**config.mk**
```make
export PLATFORM = sky130hd
export DESIGN_NAME = matrix_operand_store_flat
export DESIGN_NICKNAME = d
export VERILOG_FILES = /design/src/rtl/matrix_operand_store_if.sv /design/src/rtl/matrix_operand_store.sv /design/src/flat_wrapper.sv
export SDC_FILE = /design/constraint.sdc
export NUM_CORES = 1
export LEC_CHECK = 0
export BUFFER_PORTS_ARGS = -buffer_cell sky130_fd_sc_hd__buf_2
export CORE_MARGIN = 5
export CORE_UTILIZATION = 60
export CTS_BUF_LIST = sky130_fd_sc_hd__clkbuf_8 sky130_fd_sc_hd__clkbuf_16
export CTS_CLUSTER_SIZE = 40
export DETAILED_ROUTE_END_ITERATION = 10
export GPL_ROUTABILITY_DRIVEN = 0
export PLACE_DENSITY = 0.9
export SLEW_MARGIN = 20
export SYNTH_ARGS = -nofsm -noshare
export SYNTH_HDL_FRONTEND = slang
export SYNTH_SLANG_ARGS = --single-unit
```
**constraint.sdc**
```tcl
create_clock -name clk -period 11.3 [get_ports clk]
set_input_delay 1.13 -clock clk [delete_from_list [all_inputs] [get_ports clk]]
set_output_delay 1.13 -clock clk [all_outputs]
set_load 0.05 [all_outputs]
```
**src/rtl/matrix_operand_store_if.sv**
```systemverilog
// Load stream and A/B read ports of the matrix operand store.
// slave = store side, master = host/DMA plus MAC unit side.
interface matrix_operand_store_if #(
  parameter int M                      = 2,
  parameter int K                      = 2,
  parameter int N                      = 2,
  parameter int DATA_WIDTH_INIT_MATRIX = 32
) ();
  localparam int DW  = DATA_WIDTH_INIT_MATRIX;
  localparam int MW  = $clog2(M);
  localparam int KW  = $clog2(K);
  localparam int NW  = $clog2(N);

  logic          load_start;
  logic          load_valid;
  logic [DW-1:0] load_data;
  logic          load_ready;
  logic          load_done;
  logic          operands_valid;

  logic          matrix_a_re;
  logic [MW-1:0] row_addr_a;
  logic [KW-1:0] col_addr_a;
  logic          matrix_b_re;
  logic [KW-1:0] row_addr_b;
  logic [NW-1:0] col_addr_b;
  logic [DW-1:0] data_in_a;
  logic [DW-1:0] data_in_b;
  logic          data_a_valid;
  logic          data_b_valid;
  logic          rd_err;

  modport slave (
    input  load_start, load_valid, load_data,
    input  matrix_a_re, row_addr_a, col_addr_a,
    input  matrix_b_re, row_addr_b, col_addr_b,
    output load_ready, load_done, operands_valid,
    output data_in_a, data_in_b, data_a_valid, data_b_valid, rd_err
  );

  modport master (
    output load_start, load_valid, load_data,
    output matrix_a_re, row_addr_a, col_addr_a,
    output matrix_b_re, row_addr_b, col_addr_b,
    input  load_ready, load_done, operands_valid,
    input  data_in_a, data_in_b, data_a_valid, data_b_valid, rd_err
  );
endinterface

```
**src/rtl/matrix_operand_store.sv**
```systemverilog
// Operand memory for the matrix MAC: row-major A then B load stream,
// two independent read ports with one-cycle registered latency.
module matrix_operand_store #(
  parameter int M                      = 2,
  parameter int K                      = 2,
  parameter int N                      = 2,
  parameter int DATA_WIDTH_INIT_MATRIX = 32
) (
  input  logic                   clk,
  input  logic                   reset,
  matrix_operand_store_if.slave  bus
);
  localparam int DW      = DATA_WIDTH_INIT_MATRIX;
  localparam int A_WORDS = M * K;
  localparam int B_WORDS = K * N;
  localparam int AAW     = $clog2(A_WORDS);
  localparam int BAW     = $clog2(B_WORDS);
  localparam int DMAX    = (M > K) ? ((M > N) ? M : N) : ((K > N) ? K : N);
  localparam int CW      = $clog2(DMAX);

  typedef enum logic [1:0] {IDLE, LOAD_A, LOAD_B, READY} state_t;

  state_t        state, state_nxt;
  logic [CW-1:0] wr_row, wr_col, wr_row_nxt, wr_col_nxt;
  logic [DW-1:0] mem_a [A_WORDS];
  logic [DW-1:0] mem_b [B_WORDS];

  logic           start_load, wr_a, wr_b, col_last, row_last;
  int             col_max, row_max;
  logic [AAW-1:0] wa_addr, ra_addr;
  logic [BAW-1:0] wb_addr, rb_addr;
  logic           rd_ok_a, rd_ok_b, rd_bad;

  // Counter limits follow whichever matrix is being written.
  always_comb begin
    col_max = (state == LOAD_B) ? N - 1 : K - 1;
    row_max = (state == LOAD_B) ? K - 1 : M - 1;
  end

  assign col_last = (int'(wr_col) == col_max);
  assign row_last = (int'(wr_row) == row_max);

  always_comb begin
    state_nxt      = state;
    wr_row_nxt     = wr_row;
    wr_col_nxt     = wr_col;
    start_load     = 1'b0;
    wr_a           = 1'b0;
    wr_b           = 1'b0;
    bus.load_ready = 1'b0;
    bus.load_done  = 1'b0;
    case (state)
      IDLE, READY: begin
        if (bus.load_start) begin
          state_nxt  = LOAD_A;
          start_load = 1'b1;
          wr_row_nxt = '0;
          wr_col_nxt = '0;
        end
      end
      LOAD_A, LOAD_B: begin
        bus.load_ready = 1'b1;
        if (bus.load_valid) begin
          wr_a = (state == LOAD_A);
          wr_b = (state == LOAD_B);
          if (col_last) begin
            wr_col_nxt = '0;
            wr_row_nxt = wr_row + 1'b1;
          end else begin
            wr_col_nxt = wr_col + 1'b1;
          end
          if (col_last && row_last) begin
            wr_row_nxt = '0;
            wr_col_nxt = '0;
            if (state == LOAD_A) begin
              state_nxt = LOAD_B;
            end else begin
              state_nxt     = READY;
              bus.load_done = 1'b1;
            end
          end
        end
      end
      default: state_nxt = IDLE;
    endcase
  end

  assign wa_addr = AAW'(int'(wr_row) * K + int'(wr_col));
  assign wb_addr = BAW'(int'(wr_row) * N + int'(wr_col));
  assign ra_addr = AAW'(int'(bus.row_addr_a) * K + int'(bus.col_addr_a));
  assign rb_addr = BAW'(int'(bus.row_addr_b) * N + int'(bus.col_addr_b));

  // Reads are served only once both matrices are complete and in range.
  assign rd_ok_a = bus.operands_valid && (int'(bus.row_addr_a) < M) && (int'(bus.col_addr_a) < K);
  assign rd_ok_b = bus.operands_valid && (int'(bus.row_addr_b) < K) && (int'(bus.col_addr_b) < N);
  assign rd_bad  = (bus.matrix_a_re && !rd_ok_a) || (bus.matrix_b_re && !rd_ok_b);

  always_ff @(posedge clk) begin
    if (reset) begin
      state              <= IDLE;
      wr_row             <= '0;
      wr_col             <= '0;
      bus.operands_valid <= 1'b0;
      bus.data_in_a      <= '0;
      bus.data_in_b      <= '0;
      bus.data_a_valid   <= 1'b0;
      bus.data_b_valid   <= 1'b0;
      bus.rd_err         <= 1'b0;
    end else begin
      state              <= state_nxt;
      wr_row             <= wr_row_nxt;
      wr_col             <= wr_col_nxt;
      bus.operands_valid <= start_load ? 1'b0 : (bus.load_done | bus.operands_valid);
      bus.data_a_valid   <= bus.matrix_a_re && rd_ok_a;
      bus.data_b_valid   <= bus.matrix_b_re && rd_ok_b;
      bus.data_in_a      <= (bus.matrix_a_re && rd_ok_a) ? mem_a[ra_addr] : '0;
      bus.data_in_b      <= (bus.matrix_b_re && rd_ok_b) ? mem_b[rb_addr] : '0;
      // A bad read in the same cycle as a restart still flags.
      bus.rd_err         <= (bus.rd_err & ~start_load) | rd_bad;
    end
  end

  // Storage is not reset; operands_valid gates every read.
  always_ff @(posedge clk) begin
    if (wr_a && !reset) mem_a[wa_addr] <= bus.load_data;
    if (wr_b && !reset) mem_b[wb_addr] <= bus.load_data;
  end
endmodule

```
**src/flat_wrapper.sv**
```systemverilog
// flat-port wrapper written by rule: the top's interface ports become plain ports
module matrix_operand_store_flat 
#(
  parameter int M                      = 2,
  parameter int K                      = 2,
  parameter int N                      = 2,
  parameter int DATA_WIDTH_INIT_MATRIX = 32
)
  (clk, reset, bus_load_start, bus_load_valid, bus_load_data, bus_matrix_a_re, bus_row_addr_a, bus_col_addr_a, bus_matrix_b_re, bus_row_addr_b, bus_col_addr_b, bus_load_ready, bus_load_done, bus_operands_valid, bus_data_in_a, bus_data_in_b, bus_data_a_valid, bus_data_b_valid, bus_rd_err);
  matrix_operand_store_if #(.M(M), .K(K), .N(N), .DATA_WIDTH_INIT_MATRIX(DATA_WIDTH_INIT_MATRIX)) bus_i ();
  input  logic clk;
  input  logic reset;
  input wire logic [$bits(bus_i.load_start)-1:0] bus_load_start;
  input wire logic [$bits(bus_i.load_valid)-1:0] bus_load_valid;
  input wire logic [$bits(bus_i.load_data)-1:0] bus_load_data;
  input wire logic [$bits(bus_i.matrix_a_re)-1:0] bus_matrix_a_re;
  input wire logic [$bits(bus_i.row_addr_a)-1:0] bus_row_addr_a;
  input wire logic [$bits(bus_i.col_addr_a)-1:0] bus_col_addr_a;
  input wire logic [$bits(bus_i.matrix_b_re)-1:0] bus_matrix_b_re;
  input wire logic [$bits(bus_i.row_addr_b)-1:0] bus_row_addr_b;
  input wire logic [$bits(bus_i.col_addr_b)-1:0] bus_col_addr_b;
  output wire logic [$bits(bus_i.load_ready)-1:0] bus_load_ready;
  output wire logic [$bits(bus_i.load_done)-1:0] bus_load_done;
  output wire logic [$bits(bus_i.operands_valid)-1:0] bus_operands_valid;
  output wire logic [$bits(bus_i.data_in_a)-1:0] bus_data_in_a;
  output wire logic [$bits(bus_i.data_in_b)-1:0] bus_data_in_b;
  output wire logic [$bits(bus_i.data_a_valid)-1:0] bus_data_a_valid;
  output wire logic [$bits(bus_i.data_b_valid)-1:0] bus_data_b_valid;
  output wire logic [$bits(bus_i.rd_err)-1:0] bus_rd_err;
  assign bus_i.load_start = bus_load_start;
  assign bus_i.load_valid = bus_load_valid;
  assign bus_i.load_data = bus_load_data;
  assign bus_i.matrix_a_re = bus_matrix_a_re;
  assign bus_i.row_addr_a = bus_row_addr_a;
  assign bus_i.col_addr_a = bus_col_addr_a;
  assign bus_i.matrix_b_re = bus_matrix_b_re;
  assign bus_i.row_addr_b = bus_row_addr_b;
  assign bus_i.col_addr_b = bus_col_addr_b;
  assign bus_load_ready = bus_i.load_ready;
  assign bus_load_done = bus_i.load_done;
  assign bus_operands_valid = bus_i.operands_valid;
  assign bus_data_in_a = bus_i.data_in_a;
  assign bus_data_in_b = bus_i.data_in_b;
  assign bus_data_a_valid = bus_i.data_a_valid;
  assign bus_data_b_valid = bus_i.data_b_valid;
  assign bus_rd_err = bus_i.rd_err;
  matrix_operand_store #(.M(M), .K(K), .N(N), .DATA_WIDTH_INIT_MATRIX(DATA_WIDTH_INIT_MATRIX)) u_core (.clk(clk), .reset(reset), .bus(bus_i));
endmodule
```
==> flow_metrics.env, run 1 <==
export IMPL_status="complete, no violations"
export IMPL_postCtsSetupBuffers=0
export IMPL_synthAdderAreaFrac_pct=0.327
export IMPL_post_drt_wl_per_cell_um=25.4
export IMPL_dp_hpwl_um=12500
export IMPL_cp_arrival_ns=2.14
export IMPL_skew_ns=0.0221
export IMPL_drtAntennaViolNets=0
export IMPL_drt_total_wl_um=23200
export IMPL_die_area_um2=22000
export IMPL_finalCriticalPeriod_ns=3.27
export IMPL_fin_hold_ws_ns=0.463
export IMPL_slew_headroom_pct=32.0
export IMPL_drtIter0Drc=424
export IMPL_worstPathRequired_ns=10.17
export IMPL_rows=50
export IMPL_leakagePower_nw=4.96
export IMPL_final_hold_viol_count=0
export IMPL_start_util_pct=61.2
export IMPL_coreArea_um2=18800
export IMPL_area_growth_pct=16.4
export IMPL_synth_fp_nets=576
export IMPL_path_max_fanout=8
export IMPL_synthesis_area_um2=11500
export IMPL_grt_pass1_vias=5996
export IMPL_cts_buffer_depth=3
export IMPL_worst_setup_path_type="flip-flop to output port"
export IMPL_grt_pass1_wl_um=35800
export IMPL_ys_seq_area_share_pct=79.5
export IMPL_root_buffer="clkbuf_16"
export IMPL_min_period_over_period_pct=29.0
export IMPL_grt_overflow_total=0
export IMPL_vias=5574
export IMPL_ctsResizeCount=0
export IMPL_synth_top_family_by_area="multiplexers"
export IMPL_clk_pin_slew_ns=0.06
export IMPL_die_h_um=148
export IMPL_cts_hold_buf=0
export IMPL_worst_pin_slew_ns=1.02
export IMPL_hold_class="flip-flop to flip-flop"
export IMPL_synth_simple_gate_area_share_pct=4.64
export IMPL_nets=698
export IMPL_synth_xor_area_share_pct=0
export IMPL_drc=0
export IMPL_cts_buffers=30
export IMPL_tns_ns=0
export IMPL_syn_avg_cell_area_um2=21.6
export IMPL_maxSlewViolCount=0
export IMPL_rsz0062_at_grt="no"
export IMPL_ys_warn_count=0
export IMPL_worstSetupStartpointType="flip-flop"
export IMPL_port_buffers=111
export IMPL_syn_inst=531
export IMPL_die_x_um=148
export IMPL_htree_levels=1
export IMPL_max_freq_mhz=306
export IMPL_via_per_inst=6.11
export IMPL_grt_antenna_before_repair=1
export IMPL_finalSetupViolCount=0
export IMPL_io_pins=112
export IMPL_cts_tree="yes"
export IMPL_ir_worst_vdd_uv=141
export IMPL_rrSetupSlack_ns=8.63
export IMPL_clock_sinks=328
export IMPL_synth_compound_area_share_pct=0.600
export IMPL_worstSkewPairLatency_ns=0.56
export IMPL_synthMuxAreaShare_pct=12.7
export IMPL_end_kind="output port"
export IMPL_ys_seq_elements=328
export IMPL_ys_types=25
export IMPL_grt_max_degree=67
export IMPL_powerDensity_nw_per_um2=182
export IMPL_drv_cap=0
export IMPL_detail_route_first_pass_iterations=5
export IMPL_drive_above_1_share_pct=35.2
export IMPL_grt_use_total_pct=21.6
## metrics by stage
| stage | power [mW] | instances | utilization, % | setup WS [ns] | instance area, um2 |
|---|---|---|---|---|---|
| floorplan | 1.37 | 531 | - | 7.14 | 11500 |
| global placement | 1.39 | 851 | 64.9 | 8.29 | 12200 |
| detailed placement | 1.40 | 851 | 64.9 | 8.12 | 12200 |
| CTS | 2.45 | 907 | 70.6 | 8.01 | 13200 |
| global route | 2.51 | 912 | 71.2 | 7.87 | 13400 |
| finish | 2.44 | 912 | 71.2 | 8.03 | 13400 |
## metal layers
layer	wire, um	up-vias	global-route usage (%)
met5	0	-	0
met2	12100	270	36.7
met1	8920	2878	28.6
met4	654	0	7.67
met3	1500	44	3.66
li1	-	2382	-
## kinds of logic after synthesis
| logic type | after synthesis |
|---|---|
| compound gates | 11 |
| fa+ha+maj | 3 |
| buf+inv | 34 |
| flops | 328 |
| mux | 64 |
| simple gates | 91 |
## registers in the layout, indices dropped and copies added, names as in the netlist
signal,cells
u_core.bus.data_in_b,32
u_core.bus.operands_valid,1
u_core.wr_col,1
u_core.bus.data_a_valid,1
u_core.bus.rd_err,1
u_core.mem_b,128
u_core.wr_row,1
u_core.mem_a,128
u_core.bus.data_b_valid,1
u_core.state,2
u_core.bus.data_in_a,32
## layout by cell type (no fill, tap or decap), types with 4 or more instances in the layout
cell       count
mux4_2        60
nand2_1        6
edfxtp_1     256
mux4_1         4
nor2_4         6
bufinv_16      6
dfxtp_1       72
clkbuf_16     30
a21oi_1        5
buf_16         4
inv_1         11
and3_1        64
clkinv_2       7
nor2_1         4
buf_4          5
buf_2        110
## path summary, 6_finish.rpt
check	cells after the start	startpoint	endpoint
max	5	u_core.state[0]$_SDFFE_PP0P_	bus_load_done
min	2	u_core.bus.rd_err$_SDFF_PP0_	u_core.bus.rd_err$_SDFF_PP0_
max reg2reg	5	u_core.state[0]$_SDFFE_PP0P_	u_core.mem_a[2][18]$_DFFE_PP_
min reg2reg	2	u_core.bus.rd_err$_SDFF_PP0_	u_core.bus.rd_err$_SDFF_PP0_
## power breakdown
part	leakage, nW	switching (mW)	internal, mW
sequential	2.88	0.00158	1.30
combinational	1.54	0.0411	0.0281
clock	0.540	0.430	0.637
total	4.96	0.473	1.96
## worst max-delay path, cell delays in order, from the launching register on
cell and delay [ns]:
dfxtp_1 0.36, inv_1 0.07, ha_1 0.39, nand4b_1 0.30, nor2_1 0.19, buf_2 0.29
## synthesized netlist by cell type
library cell	instances	area (um2)
a211oi_1	1	7.51
a21boi_0	1	7.51
a21oi_1	5	25.0
a311oi_1	1	8.76
and3_1	64	400
buf_12	6	120
buf_2	11	55.1
buf_6	2	22.5
clkbuf_1	10	37.5
dfxtp_1	72	1440
edfxtp_1	256	7690
ha_1	3	37.5
inv_1	5	18.8
mux4_1	4	105
mux4_2	60	1350
nand2_1	6	22.5
nand2b_1	2	12.5
nand3b_1	3	22.5
nand4b_1	1	8.76
nor2_1	10	37.5
nor2b_1	3	18.8
nor3_1	2	10.0
o21a_1	1	7.51
o21ai_0	1	5.00
o21bai_1	1	7.51
## final cells by class
type                    instances  area [um2]
flip-flops and latches        328        9130
fillers                      1070        5410
multi-input cells             169        2160
clock buffers                  32         778
repair buffers                119         698
well taps                     234         293
clock inverters                24         285
inverters                       5        18.8
diodes                          1        2.50
Note: power is estimated with default switching activity, not from simulation.
==> run 2: changes to the inputs <==
CORE_UTILIZATION = 52   (was 60)
PLACE_DENSITY = 0.83   (was 0.9)
clock period = 3 ns   (was 11.3 ns; I/O delays follow)
==> run 2 against run 1 <==
- clock power grew to 3.5 times the previous value
- critical path type unchanged
- register-to-register slack lost 8.1 ns
- clock-buffer cell count grew 2
- final area grew 0.65%
- wire length is essentially flat
- highest routed layer is now met5
- sequential share of layout area shrank 0.44 points
- first-iteration DRC count grew 4.2%
- global-route usage shrank 2.7 points
- via count grew 0.56%
- non-clock buffer count grew 12
- sequential power grew to 3.8 times the previous value
- setup slack lost 7.5 ns
==> flow_metrics.env, run 2 (synthesis gave the netlist of run 1 again) <==
export IMPL_nets=711
export IMPL_crit_chain="inv_1 > ha_1 > nand4b_1 > nor2_1 > buf_2"
export IMPL_worst_pin_slew_ns=0.957
export IMPL_detail_route_first_pass_iterations=5
export IMPL_status="complete, no violations"
export IMPL_fillers=1448
export IMPL_leakagePower_nw=4.99
export IMPL_drive_above_1_share_pct=34.3
export IMPL_end_kind="output port"
export IMPL_rsz0062_at_grt="no"
export IMPL_slew_headroom_pct=36.2
export IMPL_ir_worst_vdd_uv=469
export IMPL_fin_util_pct=61.8
export IMPL_place_area_um2=12400
export IMPL_rows=54
export IMPL_worst_setup_path_type="flip-flop to output port"
export IMPL_coreArea_um2=21800
export IMPL_path_max_fanout=8
export IMPL_maxSlewViolCount=0
export IMPL_skew_ns=0.0241
export IMPL_drtAntennaViolNets=0
export IMPL_worst_path_max_delay_cell="ha_1"
export IMPL_largestRegisters="u_core.mem_a x128, u_core.mem_b x128"
export IMPL_root_buffer="clkbuf_16"
export IMPL_dp_hpwl_um=13400
export IMPL_io_pins=112
export IMPL_final_hold_viol_count=0
export IMPL_layout_common_cells="256 x edfxtp_1, 111 x buf_2, 72 x dfxtp_1"
export IMPL_vias=5605
export IMPL_cp_arrival_ns=2.21
export IMPL_layout_commonest_cell="edfxtp_1"
export IMPL_cts_tree="yes"
export IMPL_grt_pass1_vias=5947
export IMPL_worst_slack_ns=0.487
export IMPL_grt_pass1_wl_um=35300
export IMPL_r2r_start="u_core.state[0]$_SDFFE_PP0P_"
export IMPL_max_freq_mhz=398
export IMPL_startpoint="u_core.state[0]$_SDFFE_PP0P_"
export IMPL_via_per_inst=5.77
export IMPL_post_drt_wl_per_cell_um=23.8
export IMPL_die_h_um=159
export IMPL_fin_hold_ws_ns=0.0169
export IMPL_grt_max_degree=67
export IMPL_wl_met3_um=1460
export IMPL_drt_total_wl_um=23100
export IMPL_dr_max_layer_used="met5"
export IMPL_finalCriticalPeriod_ns=2.51
export IMPL_powerDensity_nw_per_um2=663
export IMPL_wl_met1_um=9170
export IMPL_grt_antenna_before_repair=1
export IMPL_grt_use_total_pct=18.9
export IMPL_port_buffers=111
export IMPL_cts_buffers=31
export IMPL_clock_sinks=328
export IMPL_start_util_pct=52.8
export IMPL_cpLargestDelayFamily="simple AND/OR/NAND/NOR gates"
export IMPL_drv_cap=0
export IMPL_drtIter0Drc=442
export IMPL_postCtsSetupBuffers=0
export IMPL_grt_overflow_total=0
export IMPL_dpl_worst_slack_ns=0.555
export IMPL_max_stage_delay_ns=0.40
export IMPL_hold_class="input pin to flip-flop"
export IMPL_worstSkewPairLatency_ns=0.57
export IMPL_cts_buffer_depth=3
export IMPL_route_met2_wl_um=12100
export IMPL_die_area_um2=25100
export IMPL_drc=0
export IMPL_hp_start="bus_load_data[21]"
export IMPL_worstPathRequired_ns=2.70
export IMPL_clk_pin_slew_ns=0.06
export IMPL_area_growth_pct=17.2
export IMPL_final_cell_area_um2=13400
export IMPL_min_period_over_period_pct=83.8
export IMPL_finalSetupViolCount=0
export IMPL_htree_levels=1
export IMPL_die_x_um=159
export IMPL_tns_ns=0
export IMPL_worstSetupStartpointType="flip-flop"
export IMPL_crit_buf_inv=2
[run 2: report_power, final]
part           switching, mW  internal [mW]  total, mW
registers            0.00682           4.90       4.90
logic                  0.160          0.118      0.278
clock network           1.60           2.13       3.73
total                   1.77           7.14       8.91
[run 2: timing repair]
action	CTS	global route
endpoints found under the setup margin	0	0
endpoints found under the hold margin	43	0
hold buffers	8	0
resized for setup	0	0
[run 2: path summary, 6_finish.rpt]
path                                                       to  slack, ns  cells past startpoint
worst max-delay path                            bus_load_done       0.49                      5
worst min-delay path            u_core.mem_a[0][21]$_DFFE_PP_       0.02                      1
worst max register to register   u_core.mem_a[0][4]$_DFFE_PP_       0.55                      6
worst min register to register   u_core.bus.rd_err$_SDFF_PP0_       0.46                      2
[run 2: stage by stage]
step / std cells / total power, mW
2_1_floorplan: 531 / 5.17
3_3_place_gp: 905 / 5.25
3_5_place_dp: 905 / 5.27
4_1_cts: 971 / 8.96
5_1_grt: 971 / 9.18
6_report: 972 / 8.91
[run 2: routing by layer]
metal | global-route usage [%] | vias to the layer above
met5 | 0 | -
li1 | - | 2413
met4 | 4.22 | 2
met1 | 25.4 | 2942
met2 | 32.8 | 215
met3 | 3.26 | 33
[run 2: final cells by class]
class / count / area [um2] / share of cell area [%]
antenna: 1 / 2.50 / 0.0186
clock buffer: 34 / 817 / 6.08
inverter: 5 / 18.8 / 0.140
tap: 280 / 350 / 2.60
sequential: 328 / 9130 / 67.9
clock inverter: 24 / 173 / 1.28
multi-input combinational: 169 / 2170 / 16.1
timing repair buffer: 131 / 788 / 5.86
[run 2: worst reg2reg max path, cell delays in order (launching register included)]
cell      delay, ns
dfxtp_1        0.36
inv_1          0.08
ha_1           0.40
nor2b_1        0.24
nand3b_1       0.34
nor3_4         0.21
buf_4          0.46
==> run 3: changes to the inputs <==
ABC_AREA = 1   (was default)
CORE_UTILIZATION = 53   (was 52)
PLACE_DENSITY = 0.84   (was 0.83)
clock period = 2.3 ns   (was 3 ns; I/O delays follow)
==> run 3 against run 2 <==
- hold slack gained 0.0065 ns
- area after synthesis up 7.0%
- utilization is 2.2 points higher
- global-route usage grew 1.6 points
- clock skew shrank 0.010 ns
- wire length rose by 16%
- cell count grew 58%
- die area grew 4.6%
==> flow_metrics.env, run 3 <==
export IMPL_leakagePower_nw=6.22
export IMPL_root_buffer="clkbuf_16"
export IMPL_drive_above_1_share_pct=16.4
export IMPL_ys_types=16
export IMPL_r2r_start="u_core.state[0]$_SDFFE_PP0P_"
export IMPL_layout_commonest_cell="nand2_1"
export IMPL_ir_worst_vdd_uv=602
export IMPL_synth_edff_count=256
export IMPL_grt_pass1_vias=8236
export IMPL_area_growth_pct=18.4
export IMPL_drt_total_wl_um=27000
export IMPL_die_h_um=162
export IMPL_worstSetupStartpointType="flip-flop"
export IMPL_fin_cells=1536
export IMPL_ys_seq_area_share_pct=74.3
export IMPL_synthTopCellsByCount="397 x nand2_1, 256 x edfxtp_1, 139 x inv_1"
export IMPL_maxSlewViolCount=0
export IMPL_grt_max_degree=65
export IMPL_worstPathRequired_ns=2.07
export IMPL_drtIter0Drc=655
export IMPL_nets=1272
export IMPL_end_kind="output port"
export IMPL_synth_most_common_cell="nand2_1"
export IMPL_worst_setup_path_type="flip-flop to output port"
export IMPL_whs_endpoint="u_core.state[1]$_SDFFE_PP0P_"
export IMPL_fillers=1590
export IMPL_ys_warn_count=0
export IMPL_drc=0
export IMPL_clock_sinks=328
export IMPL_grt_antenna_before_repair=0
export IMPL_worst_pin_slew_ns=0.761
export IMPL_synth_largest_area_cell="edfxtp_1"
export IMPL_worst_slack_ns=0.226
export IMPL_largestRegisters="u_core.mem_a x128, u_core.mem_b x128"
export IMPL_finalSetupViolCount=0
export IMPL_rows=55
export IMPL_worstSkewPairLatency_ns=0.56
export IMPL_drtAntennaViolNets=0
export IMPL_htree_levels=1
export IMPL_async_flop_share_pct=0
export IMPL_synthesis_area_um2=12300
export IMPL_max_freq_mhz=482
export IMPL_clk_pin_slew_ns=0.06
export IMPL_cts_buffer_depth=3
export IMPL_synth_top_area_share_pct=62.6
export IMPL_hp_start="bus_load_start"
export IMPL_diodes=0
export IMPL_post_drt_wl_per_cell_um=17.5
export IMPL_rsz0062_at_grt="no"
export IMPL_die_x_um=162
export IMPL_start_util_pct=54.1
export IMPL_grt_pass1_wl_um=42500
export IMPL_synth_fp_nets=1115
export IMPL_yosys_top_cells_area="edfxtp_1 63%, nand2_1 12%, dfxtp_1 12%"
export IMPL_layout_common_cells="396 x nand2_1, 256 x edfxtp_1, 142 x inv_1"
export IMPL_rrSetupSlack_ns=0.46
export IMPL_grt_overflow_total=0
export IMPL_slew_headroom_pct=49.3
export IMPL_whs_path_depth=4
export IMPL_ys_seq_elements=328
export IMPL_syn_avg_cell_area_um2=11.5
export IMPL_status="complete, no violations"
export IMPL_placed_cells=1444
export IMPL_cp_arrival_ns=1.84
export IMPL_path_max_fanout=4
export IMPL_min_period_over_period_pct=90.2
export IMPL_vias=7978
export IMPL_powerDensity_nw_per_um2=799
export IMPL_power_mw=11.6
export IMPL_dp_hpwl_um=16500
export IMPL_detail_route_first_pass_iterations=5
export IMPL_synthFlopType="edfxtp_1"
export IMPL_hold_class="input pin to flip-flop"
export IMPL_via_per_inst=5.19
export IMPL_coreArea_um2=22700
export IMPL_reg2regPathDepth=8
export IMPL_grt_use_total_pct=20.5
export IMPL_syn_inst=1070
export IMPL_r2r_end="u_core.mem_a[2][20]$_DFFE_PP_"
export IMPL_cts_buffers=31
export IMPL_finalCriticalPeriod_ns=2.07
export IMPL_io_pins=112
export IMPL_final_hold_viol_count=0
export IMPL_drv_cap=0
export IMPL_skew_ns=0.0141
export IMPL_port_buffers=111
export IMPL_dpl_worst_slack_ns=0.457
export IMPL_tns_ns=0
export IMPL_cts_tree="yes"
export IMPL_die_area_um2=26300
run 3: cell count changes in the layout (fill, tap and decap cells not counted), sizes merged, moves of 27 or more:
cell	delta
a21oi	+65
and3	-64
dlygate4sd3	+27
inv	+135
mux4	-64
nand2	+391
nand3	+69
run 3: timing repair:
action                                  4_1_cts  5_1_grt
setup buffers                                 0        0
resized for setup                             0        2
endpoints found under the hold margin       260        0
endpoints found under the setup margin        0        1
hold buffers                                 35        0
run 3: cells by family after synthesis:
group	synth area share [%]
AO/OA/AOI/OAI	2.89
AND/OR/NAND/NOR	15.4
buffers and inverters	7.09
adder cells (fa/ha/maj)	0.306
flip-flops	74.3
run 3: worst max path at each step:
| stage | slack, ns | startpoint | end | depth (start not counted) |
|---|---|---|---|---|
| 6_report | 0.23 | u_core.state[0]$_SDFFE_PP0P_ | bus_load_done | 8 |
| 3_3_place_gp | 0.53 | u_core.state[0]$_SDFFE_PP0P_ | u_core.mem_a[2][4]$_DFFE_PP_ | 8 |
| 2_1_floorplan | -0.10 | u_core.state[0]$_SDFFE_PP0P_ | u_core.mem_b[0][0]$_DFFE_PP_ | 4 |
| 4_1_cts | 0.01 | u_core.wr_col$_SDFFE_PP0P_ | bus_load_done | 5 |
| 3_5_place_dp | 0.46 | u_core.state[0]$_SDFFE_PP0P_ | u_core.mem_a[2][4]$_DFFE_PP_ | 8 |
| 5_1_grt | 0.14 | u_core.state[0]$_SDFFE_PP0P_ | bus_load_done | 8 |
run 3: layout make-up:
cell class	count	area, um2	area share (%)
clock buffers	31	776	5.34
clock inverters	26	174	1.20
inverters	144	544	3.74
multi-input cells	551	2400	16.5
flip-flops and latches	328	9130	62.8
well taps	285	357	2.45
repair buffers	171	1160	7.95
run 3: critical path: stages (launching register included):
cell and delay [ns]:
dfxtp_2 0.36, inv_2 0.05, ha_4 0.28, clkinvlp_4 0.11, nand2_2 0.10, inv_2 0.06, nand2_1 0.10, inv_1 0.04
buf_2 0.20
run 3: per-stage QoR:
stage / hold slack (ns) / utilization, % / area, um2
after CTS: 0.0222 / 64.0 / 14500
after global placement: 0.425 / 58.3 / 13200
after floorplan: 0.292 / - / 12400
after detailed placement: 0.439 / 58.3 / 13200
after global routing: 0.0637 / 64.0 / 14500
final: 0.0234 / 64.0 / 14500
run 3: per-layer routing:
layer	GRT usage, %	vias up	share of wire [%]
li1	-	3783	-
met5	0	-	0
met3	3.48	70	7.0
met4	6.92	0	2.6
met1	24.6	3765	38
met2	37.5	360	52
run 3: where the power goes:
group,switching [mW],total (mW),internal (mW)
logic,0.340,0.503,0.163
registers,0.0121,6.41,6.39
clock network,2.04,4.71,2.66
